`config.mk`:
```
export PLATFORM = sky130hd
export DESIGN_NAME = fsic_is_as_upstream_decoder
export DESIGN_NICKNAME = d
export VERILOG_FILES = /design/src/rtl/fsic_upstream_pkg.sv /design/src/rtl/fsic_axis_reg_slice.sv /design/src/rtl/fsic_is_as_upstream_decoder.sv
export SDC_FILE = /design/constraint.sdc
export NUM_CORES = 1
export LEC_CHECK = 0
export BUFFER_PORTS_ARGS = -buffer_cell sky130_fd_sc_hd__clkbuf_2
export CORE_MARGIN = 4
export CORE_UTILIZATION = 53
export DETAILED_ROUTE_END_ITERATION = 6
export PLACE_DENSITY = 0.91
export SYNTH_ARGS = -nofsm -noshare
export SYNTH_HDL_FRONTEND = slang
export SYNTH_HIERARCHICAL = 1
export SYNTH_SLANG_ARGS = --single-unit
```
`constraint.sdc`:
```
create_clock -name axis_clk -period 2.33 [get_ports axis_clk]
set_input_delay 0.3495 -clock axis_clk [delete_from_list [all_inputs] [get_ports axis_clk]]
set_output_delay 0.3495 -clock axis_clk [all_outputs]
set_load 0.03 [all_outputs]
```
`src/rtl/fsic_upstream_pkg.sv`:
```
// Shared encodings for the FSIC upstream AXI-Stream: tid/tuser codes, mailbox
// address-beat field positions and the decoder's state/classification types.
package fsic_upstream_pkg;

    localparam logic [1:0] TUSER_AXIS          = 2'b00;
    localparam logic [1:0] TUSER_AXILITE_WRITE = 2'b01;
    localparam logic [1:0] TUSER_READ_REQ      = 2'b10;
    localparam logic [1:0] TUSER_READ_CPL      = 2'b11;

    localparam logic [1:0] TID_UP_UP = 2'b00;
    localparam logic [1:0] TID_UP_AA = 2'b01;
    localparam logic [1:0] TID_UP_LA = 2'b10;

    // Address beat layout: byte enables in the top nibble, mailbox address below
    localparam int unsigned MB_ADDR_LSB = 0;
    localparam int unsigned MB_BE_LSB   = 28;
    localparam int unsigned MB_BE_WIDTH = 4;

    typedef enum logic {
        S_ADDR = 1'b0,
        S_DATA = 1'b1
    } mb_state_e;

    typedef enum logic [1:0] {
        BEAT_UP   = 2'd0,
        BEAT_WR   = 2'd1,
        BEAT_CPL  = 2'd2,
        BEAT_DROP = 2'd3
    } beat_class_e;

    function automatic beat_class_e classify_beat(
        input logic [1:0] tid,
        input logic [1:0] tuser,
        input logic       tlast
    );
        beat_class_e cls;
        cls = BEAT_DROP;
        if (tid == TID_UP_UP && tuser == TUSER_AXIS)
            cls = BEAT_UP;
        else if (tid == TID_UP_AA && tlast && tuser == TUSER_AXILITE_WRITE)
            cls = BEAT_WR;
        else if (tid == TID_UP_AA && tlast && tuser == TUSER_READ_CPL)
            cls = BEAT_CPL;
        return cls;
    endfunction

endpackage

```
`src/rtl/fsic_axis_reg_slice.sv`:
```
// One-entry valid/ready register slice; a full slice whose consumer is ready
// can drain and reload in the same cycle.
module fsic_axis_reg_slice #(
    parameter int unsigned pWIDTH = 32
) (
    input  logic              axis_clk,
    input  logic              axis_rst,
    input  logic              in_valid,
    input  logic [pWIDTH-1:0] in_data,
    output logic              can_load,
    output logic              out_valid,
    output logic [pWIDTH-1:0] out_data,
    input  logic              out_ready
);

    assign can_load = ~out_valid | out_ready;

    always_ff @(posedge axis_clk or posedge axis_rst) begin
        if (axis_rst) begin
            out_valid <= 1'b0;
            out_data  <= '0;
        end else if (in_valid && can_load) begin
            out_valid <= 1'b1;
            out_data  <= in_data;
        end else if (out_ready) begin
            out_valid <= 1'b0;
        end
    end

endmodule

```
`src/rtl/fsic_is_as_upstream_decoder.sv`:
```
// Upstream is_as_* decoder: routes user-stream and read-completion beats, pairs
// AA write address/data beats into mailbox writes, drops and counts the rest.
module fsic_is_as_upstream_decoder
    import fsic_upstream_pkg::*;
#(
    parameter int unsigned pDATA_WIDTH    = 32,
    parameter int unsigned pMB_ADDR_WIDTH = 28,
    parameter int unsigned pERR_CNT_WIDTH = 16
) (
    input  logic                      axis_clk,
    input  logic                      axis_rst,
    input  logic [pDATA_WIDTH-1:0]    is_as_tdata,
    input  logic [pDATA_WIDTH/8-1:0]  is_as_tstrb,
    input  logic [pDATA_WIDTH/8-1:0]  is_as_tkeep,
    input  logic                      is_as_tlast,
    input  logic [1:0]                is_as_tid,
    input  logic [1:0]                is_as_tuser,
    input  logic                      is_as_tvalid,
    output logic                      is_as_tready,
    output logic                      mb_wr_valid,
    output logic [pMB_ADDR_WIDTH-1:0] mb_wr_addr,
    output logic [MB_BE_WIDTH-1:0]    mb_wr_be,
    output logic [pDATA_WIDTH-1:0]    mb_wr_data,
    input  logic                      mb_wr_ready,
    output logic                      rd_cpl_valid,
    output logic [pDATA_WIDTH-1:0]    rd_cpl_data,
    input  logic                      rd_cpl_ready,
    output logic                      up_tvalid,
    output logic [pDATA_WIDTH-1:0]    up_tdata,
    output logic [pDATA_WIDTH/8-1:0]  up_tstrb,
    output logic [pDATA_WIDTH/8-1:0]  up_tkeep,
    output logic                      up_tlast,
    input  logic                      up_tready,
    output logic [pERR_CNT_WIDTH-1:0] err_cnt,
    output logic                      wait_data
);

    localparam int unsigned STRB_W = pDATA_WIDTH / 8;
    localparam int unsigned MB_W   = pMB_ADDR_WIDTH + MB_BE_WIDTH + pDATA_WIDTH;
    localparam int unsigned UP_W   = pDATA_WIDTH + 2 * STRB_W + 1;

    mb_state_e                 state, state_nxt;
    beat_class_e               beat_cls;
    logic                      accept;
    logic                      addr_latch, mb_load;
    logic [pMB_ADDR_WIDTH-1:0] addr_q;
    logic [MB_BE_WIDTH-1:0]    be_q;
    logic                      up_can_load, cpl_can_load, mb_can_load;

    always_comb beat_cls = classify_beat(is_as_tid, is_as_tuser, is_as_tlast);

    // An address beat only fills the holding register, so it never waits on the mailbox slice
    always_comb begin
        is_as_tready = 1'b1;
        case (beat_cls)
            BEAT_UP:  is_as_tready = up_can_load;
            BEAT_CPL: is_as_tready = cpl_can_load;
            BEAT_WR:  is_as_tready = (state == S_ADDR) ? 1'b1 : mb_can_load;
            default:  is_as_tready = 1'b1;
        endcase
    end

    assign accept = is_as_tvalid & is_as_tready;

    always_ff @(posedge axis_clk or posedge axis_rst) begin
        if (axis_rst) state <= S_ADDR;
        else          state <= state_nxt;
    end

    always_comb begin
        state_nxt = state;
        case (state)
            S_ADDR:  if (accept && beat_cls == BEAT_WR) state_nxt = S_DATA;
            S_DATA:  if (accept && beat_cls == BEAT_WR) state_nxt = S_ADDR;
            default: state_nxt = S_ADDR;
        endcase
    end

    always_comb begin
        wait_data  = (state == S_DATA);
        addr_latch = accept && beat_cls == BEAT_WR && state == S_ADDR;
        mb_load    = accept && beat_cls == BEAT_WR && state == S_DATA;
    end

    always_ff @(posedge axis_clk or posedge axis_rst) begin
        if (axis_rst) begin
            addr_q <= '0;
            be_q   <= '0;
        end else if (addr_latch) begin
            addr_q <= is_as_tdata[MB_ADDR_LSB +: pMB_ADDR_WIDTH];
            be_q   <= is_as_tdata[MB_BE_LSB +: MB_BE_WIDTH];
        end
    end

    always_ff @(posedge axis_clk or posedge axis_rst) begin
        if (axis_rst)
            err_cnt <= '0;
        else if (accept && beat_cls == BEAT_DROP && err_cnt != '1)
            err_cnt <= err_cnt + 1'b1;
    end

    fsic_axis_reg_slice #(.pWIDTH(MB_W)) u_mb_slice (
        .axis_clk  (axis_clk),
        .axis_rst  (axis_rst),
        .in_valid  (mb_load),
        .in_data   ({addr_q, be_q, is_as_tdata}),
        .can_load  (mb_can_load),
        .out_valid (mb_wr_valid),
        .out_data  ({mb_wr_addr, mb_wr_be, mb_wr_data}),
        .out_ready (mb_wr_ready)
    );

    fsic_axis_reg_slice #(.pWIDTH(pDATA_WIDTH)) u_cpl_slice (
        .axis_clk  (axis_clk),
        .axis_rst  (axis_rst),
        .in_valid  (accept && beat_cls == BEAT_CPL),
        .in_data   (is_as_tdata),
        .can_load  (cpl_can_load),
        .out_valid (rd_cpl_valid),
        .out_data  (rd_cpl_data),
        .out_ready (rd_cpl_ready)
    );

    fsic_axis_reg_slice #(.pWIDTH(UP_W)) u_up_slice (
        .axis_clk  (axis_clk),
        .axis_rst  (axis_rst),
        .in_valid  (accept && beat_cls == BEAT_UP),
        .in_data   ({is_as_tdata, is_as_tstrb, is_as_tkeep, is_as_tlast}),
        .can_load  (up_can_load),
        .out_valid (up_tvalid),
        .out_data  ({up_tdata, up_tstrb, up_tkeep, up_tlast}),
        .out_ready (up_tready)
    );

endmodule

```
# Yosys cells after proc, flatten, opt, wreduce, memory -nomap -nowiden
# Cells that the tools add are included.
dict set report word_totals {
  mem_bits_rw 0
  word_cells 60
  mem_bits_ro 0
  in_bits 51
  mem_count 0
  latch_bits 0
  output_inout_bits 158
  register_bits 189
}
dict set report classes {
  n_eq_ne 7
  order_cmp 0
  muxes 14
  addsub 1
  div 0
  n_shift 0
  n_reduce_logical 20
  bitwise_logic 8
  n_mul 0
}
# op count
set ops {}
lappend ops {{$add A16 B1 Y16 const B} 1}
lappend ops {{$ne A16 B16 Y1 const B} 1}
lappend ops {{$logic_and A1 B1 Y1} 14}
lappend ops {{$mux W1} 10}
lappend ops {{$eq A2 B1 Y1 const B} 3}
lappend ops {{$eq A2 B2 Y1 const B} 3}
lappend ops {{$logic_not A2 Y1} 3}
lappend ops {{$reduce_bool A2 Y1} 3}
lappend ops {{$mux W2} 2}
lappend ops {{$not A1 Y1} 4}
lappend ops {{$or A1 B1 Y1} 3}
lappend ops {{$pmux W1 S3} 1}
lappend ops {{$pmux W1 S2} 1}
lappend ops {{$and A1 B1 Y1} 1}

# Longest topological paths before layout
dict set report logic_depth {
  depth_word 13
  ltp_mapped 8
  mapped_depth_nobuf 7
}

# Hierarchy
# Netlist, hierarchy kept.
# module area_each_um2 instances cells_each
set modules_own_cells {}
lappend modules_own_cells {{fsic_axis_reg_slice (u_mb_slice)} 2675.1 1 139}
lappend modules_own_cells {fsic_is_as_upstream_decoder 2123.3 1 161}
lappend modules_own_cells {{fsic_axis_reg_slice (u_up_slice)} 1742.9 1 91}
lappend modules_own_cells {{fsic_axis_reg_slice (u_cpl_slice)} 1395.1 1 72}

# Worst setup path before layout
# OpenSTA, ideal clock, no wires.
dict set report synth_path {
  path_type {register to register}
  startpoint {reg u_mb_slice.out_valid}
  endpoint {reg addr_q[0]}
  t_arrival_ns 2.079
  path_stages_with_launch 8
  path_slack_ns 0.126
  t_required_ns 2.205
  path_cell_list {dfrtp_1 > nand2b_4 > nor3b_1 > nor4_1 > ha_1 > clkbuf_1 > buf_1 > mux2_2}
}
dict set report synth_via {
  elab_chain_cells 7
}
# element line
set synth_lines {}
lappend synth_lines {{start: declaration} fsic_axis_reg_slice.sv:11} ;# output logic out_valid,
lappend synth_lines {{start signal: assignment} fsic_axis_reg_slice.sv:20} ;# out_valid <= 1'b0;
lappend synth_lines {{start signal: assignment} fsic_axis_reg_slice.sv:23} ;# out_valid <= 1'b1;
lappend synth_lines {{start signal: assignment} fsic_axis_reg_slice.sv:26} ;# out_valid <= 1'b0;
lappend synth_lines {{$not A1 Y1} fsic_axis_reg_slice.sv:16} ;# assign can_load = ~out_valid | out_ready;
lappend synth_lines {{$or A1 B1 Y1} fsic_axis_reg_slice.sv:16}
lappend synth_lines {{named net mb_can_load} fsic_is_as_upstream_decoder.sv:48} ;# logic up_can_load, cpl_can_load, mb_can_load;
lappend synth_lines {{$mux W1} fsic_is_as_upstream_decoder.sv:58} ;# BEAT_WR: is_as_tready = (state == S_ADDR) ? 1'b1 : mb_can_load;
lappend synth_lines {{$pmux W1 S3} fsic_is_as_upstream_decoder.sv:55} ;# case (beat_cls)
lappend synth_lines {{$and A1 B1 Y1} fsic_is_as_upstream_decoder.sv:63} ;# assign accept = is_as_tvalid & is_as_tready;
lappend synth_lines {{$logic_and A1 B1 Y1 (2 in a row)} fsic_is_as_upstream_decoder.sv:81} ;# addr_latch = accept && beat_cls == BEAT_WR && state == S_ADDR;
lappend synth_lines {{named net addr_latch} fsic_is_as_upstream_decoder.sv:45} ;# logic addr_latch, mb_load;
lappend synth_lines {{end signal: assignment} fsic_is_as_upstream_decoder.sv:90} ;# addr_q <= is_as_tdata[MB_ADDR_LSB +: pMB_ADDR_WIDTH];
lappend synth_lines {{end: declaration} fsic_is_as_upstream_decoder.sv:46} ;# logic [pMB_ADDR_WIDTH-1:0] addr_q;
# The timed path passes the listed nets, and every way through them passes these cells.
# A chain may end at the register's enable or synchronous reset.

# Worst setup path after layout
dict set report layout_path {
  startpoint {reg u_mb_slice.out_valid}
  endpoint {out is_as_tready}
}
dict set report layout_via {
  elab_chain_cells 4
}
# element line
set layout_lines {}
lappend layout_lines {{$not A1 Y1} fsic_axis_reg_slice.sv:16}
lappend layout_lines {{$or A1 B1 Y1} fsic_axis_reg_slice.sv:16}
lappend layout_lines {{named net mb_can_load} fsic_is_as_upstream_decoder.sv:48}
lappend layout_lines {{$mux W1} fsic_is_as_upstream_decoder.sv:58}
lappend layout_lines {{$pmux W1 S3} fsic_is_as_upstream_decoder.sv:55}
lappend layout_lines {{end: declaration} fsic_is_as_upstream_decoder.sv:19} ;# output logic is_as_tready,
# The timed path passes the listed nets, and every way through them passes these cells.

==> results.md <==
* Longest Clk Path Bufs at 2
* DR pass1 iterations at 4
* Max VDD drop at 0.578 mV
* Clock sinks at 189
* Compound-gate portion of the synthesized area at 0.315%
* Tightest Pin Transition at 0.926 ns
* Post-synthesis mux area share at 30.3%
* Die Span X at 130 um
* Largest net degree at the start of global routing at 50
* Worst slew margin at 38.2%
* Root Buffer Master: clkbuf_16
* First DRT Iteration DRCs at 249
* Worst path max stage delay at 0.39 ns
* Diodes inserted at 0
* Status: complete, no violations
* Req. time, crit path at 1.98 ns
* Post-Syn Area at 7940 sq um
* Worst reg2reg endpoint: u_up_slice/out_data[3]
* Slew Viols, Final at 0
* Post-synth EDFFs at 0
* R2R depth at 7
* Layout cell share with drive strength beyond 1 at 62.5%
* Synth cell types at 33
* Xor/xnor cell area share of the yosys netlist at 1.66%
* Worst EP arrival at 1.80 ns
* Number of global-route vias before repair at 5198
* Post-route insts no fill at 880
* Via/cell ratio at 5.41
* PD cells at 979 nW/um^2
* Int Pwr at 6310 uW
* CTS clk-pin slew, worst paths at 0.07 ns
* Max Freq at 0.465 GHz
* Worst skew pair latency at 0.41 ns
* Count leader, synth: dfrtp_1
* Synth Area in Simple Gates at 4.89%
* HP Class: in2async
* IO Port Bufs at 208
* Final hold violations at 0
* Global-route wire length before repair at 28800 um
* Post-route DRC at 0
* Met3 Usage GRT at 3.82%
* Crit path kind: reg2out
* Startpoint Class: register
* Final nets at 738
* Pre-CTS WS at -0.0369 ns
* FF+latch count, synth at 189
* Synth warn at 6
* Asr flop ratio synth at 100%
* Post-CTS Hold Fix Bufs at 0
* Post-synthesis adder-cell area fraction at 0.473%
* Die area at 17000 sq um
* DPL Wire Length at 12700 um
* IO Pins at 209
* Num CTS Buffers at 17
* Launching point of the worst reg2reg path: wait_data
* DR vias at 4758
* Critical path's top delay family: simple AND/OR/NAND/NOR gates
* Commonest cells post-synth: dfrtp_1, mux2_4, mux2_2, xor2_1, buf_6
* Syn Area/Cell at 17.1 sq um
* Post-Route WL at 18100 um
* Top cells by area, synth: dfrtp_1, mux2_4, mux2_2
* Chip height at 130 um
* Leakage at 0.00544 uW
* Setup WS post-layout at 0.180 ns
* Crit end category: output port
* CP Cell Sequence: nand2b_4 -> nor3b_1 -> a21oi_1 -> o22ai_1 -> nand2b_1 -> clkbuf_2
* Busiest grt layer: met2
* Final setup fails at 0
* Core Rows at 44
* Top cell type's share of synthesized area at 59.6%
* Sw Pwr at 3270 uW
* Net Count, Synth at 517
* Core Box Area at 14600 sq um
* Cell taking the most area after synthesis: dfrtp_1
* Met1 Resource Use GR at 27.7%
* CP bufs+invs at 1
* Maxcap violations at 0
* Top_reg_cell synth: dfrtp_1
* DP Cell Count at 849
* Minimum clock period after layout at 2.15 ns
* RSZ-0062 raised after global routing: no
* CTS tree: done
* R2R Setup Slk at 0.22 ns
* Antenna-violating nets left at 0
* Sequential fraction of the synthesis area at 59.6%
* Total GRT Usage at 22.0%
* Routed len/inst at 20.6 um
* H-tree levels at 4
* Slowest library cell on the worst path: dfrtp_1
* Total gr overflow at 0
* Initial Util at 54.4%
* Largest family of logic cells by synthesized area: multiplexers
* Initial antenna violation count at 0
* Combinational share of power at 27.0%
* Post-Syn Instances at 463
* Setup TNS at 0 ns
* Layout area overhead at 23.2%
* CP max FO at 3
* Switch share at 34.1%
* Met2 Use GR at 38.0%
* Final worst-path cycle share at 92.3%
* Clock Power Share at 28.1%
* RD Place Congestion at 0.887
* Sequential share of power at 44.9%
* Fin Clk Skew at 0.00831 ns
==> cells by family (layout without fill, tap and decap cells) <==
family,count (synthesis),count (layout)
simple gates,56,56
xor+xnor,15,15
compound gates,4,4
fa+ha+maj,3,3
mux,170,170
flops,189,189
buf+inv,26,259
==> tightest hold or removal path: cells and delay by family <==
kind / cells / cell delay, ns
buffers and inverters: 3 / 0.46
==> sequential cells by signal, indices dropped and copies added, names as in the netlist <==
name                   flops
wait_data                  1
addr_q                    28
u_cpl_slice/out_data      32
err_cnt                   16
u_up_slice/out_data       41
u_mb_slice/out_valid       1
u_cpl_slice/out_valid      1
u_up_slice/out_valid       1
be_q                       4
u_mb_slice/out_data       64
==> per-stage QoR <==
step | utilization [%] | power [uW] | area [sq um] | hold slack, ns
after detailed placement | 63.3 | 6940 | 9230 | 0.458
final | 67.0 | 9570 | 9780 | 0.0120
after global routing | 67.0 | 9990 | 9780 | 0.0224
after floorplan | - | 6070 | 7940 | 0.478
after global placement | 63.3 | 6820 | 9230 | 0.451
after CTS | 67.0 | 9650 | 9770 | 0.00732
==> per-layer routing <==
metal | vias up | wire (um)
met3 | 28 | 926
met4 | 0 | 362
met2 | 183 | 9390
met1 | 2461 | 7420
li1 | 2086 | -
met5 | - | 0
==> layout by cell type, fill, tap and decap left out, types with 3 or more instances in the layout <==
cell type / count
clkbuf_16: 17
inv_2: 3
clkbuf_2: 208
nand3_1: 7
mux2_2: 40
xor2_1: 13
nor4_2: 3
buf_12: 10
inv_1: 5
nand2b_4: 3
nand2_1: 4
nor4_1: 6
nor3_1: 7
dfrtp_1: 189
nand2b_1: 4
clkinv_2: 3
mux2_4: 130
inv_6: 4
nand4_1: 6
nand2_4: 3
==> timing repair <==
item	in CTS	in global routing
hold endpoints to repair	0	0
gates resized for setup	0	1
setup buffers	0	0
setup endpoints to repair	0	38
==> worst max-delay path by stage <==
stage          slack (ns)                 start                       to  cells past startpoint
2_1_floorplan        0.13  u_mb_slice/out_valid                addr_q[0]                      7
3_3_place_gp          0.1        is_as_tuser[1]  u_up_slice/out_data[11]                      6
3_5_place_dp        -0.04           mb_wr_ready   u_up_slice/out_data[3]                      9
4_1_cts              0.03  u_mb_slice/out_valid   u_up_slice/out_data[3]                      8
5_1_grt              0.06  u_mb_slice/out_valid             is_as_tready                      6
6_report             0.18  u_mb_slice/out_valid             is_as_tready                      6
==> power by group through the flow <==
| stage | registers, uW | clock network [uW] | logic [uW] |
|---|---|---|---|
| CTS | 4290 | 2740 | 2620 |
| global route | 4360 | 2890 | 2730 |
| finish | 4300 | 2690 | 2590 |
| detailed placement | 4340 | 0 | 2600 |
| global placement | 4280 | 0 | 2540 |
| floorplan | 5220 | 0 | 849 |
==> cell type report <==
cell class	instances	area, sq um
clock buffers	20	457
clock inverters	11	85.1
fillers	967	4810
multi-input cells	248	2990
well taps	184	230
inverters	8	30.0
repair buffers	220	1260
flip-flops and latches	189	4730
Note: power is estimated with default switching activity, not from simulation.
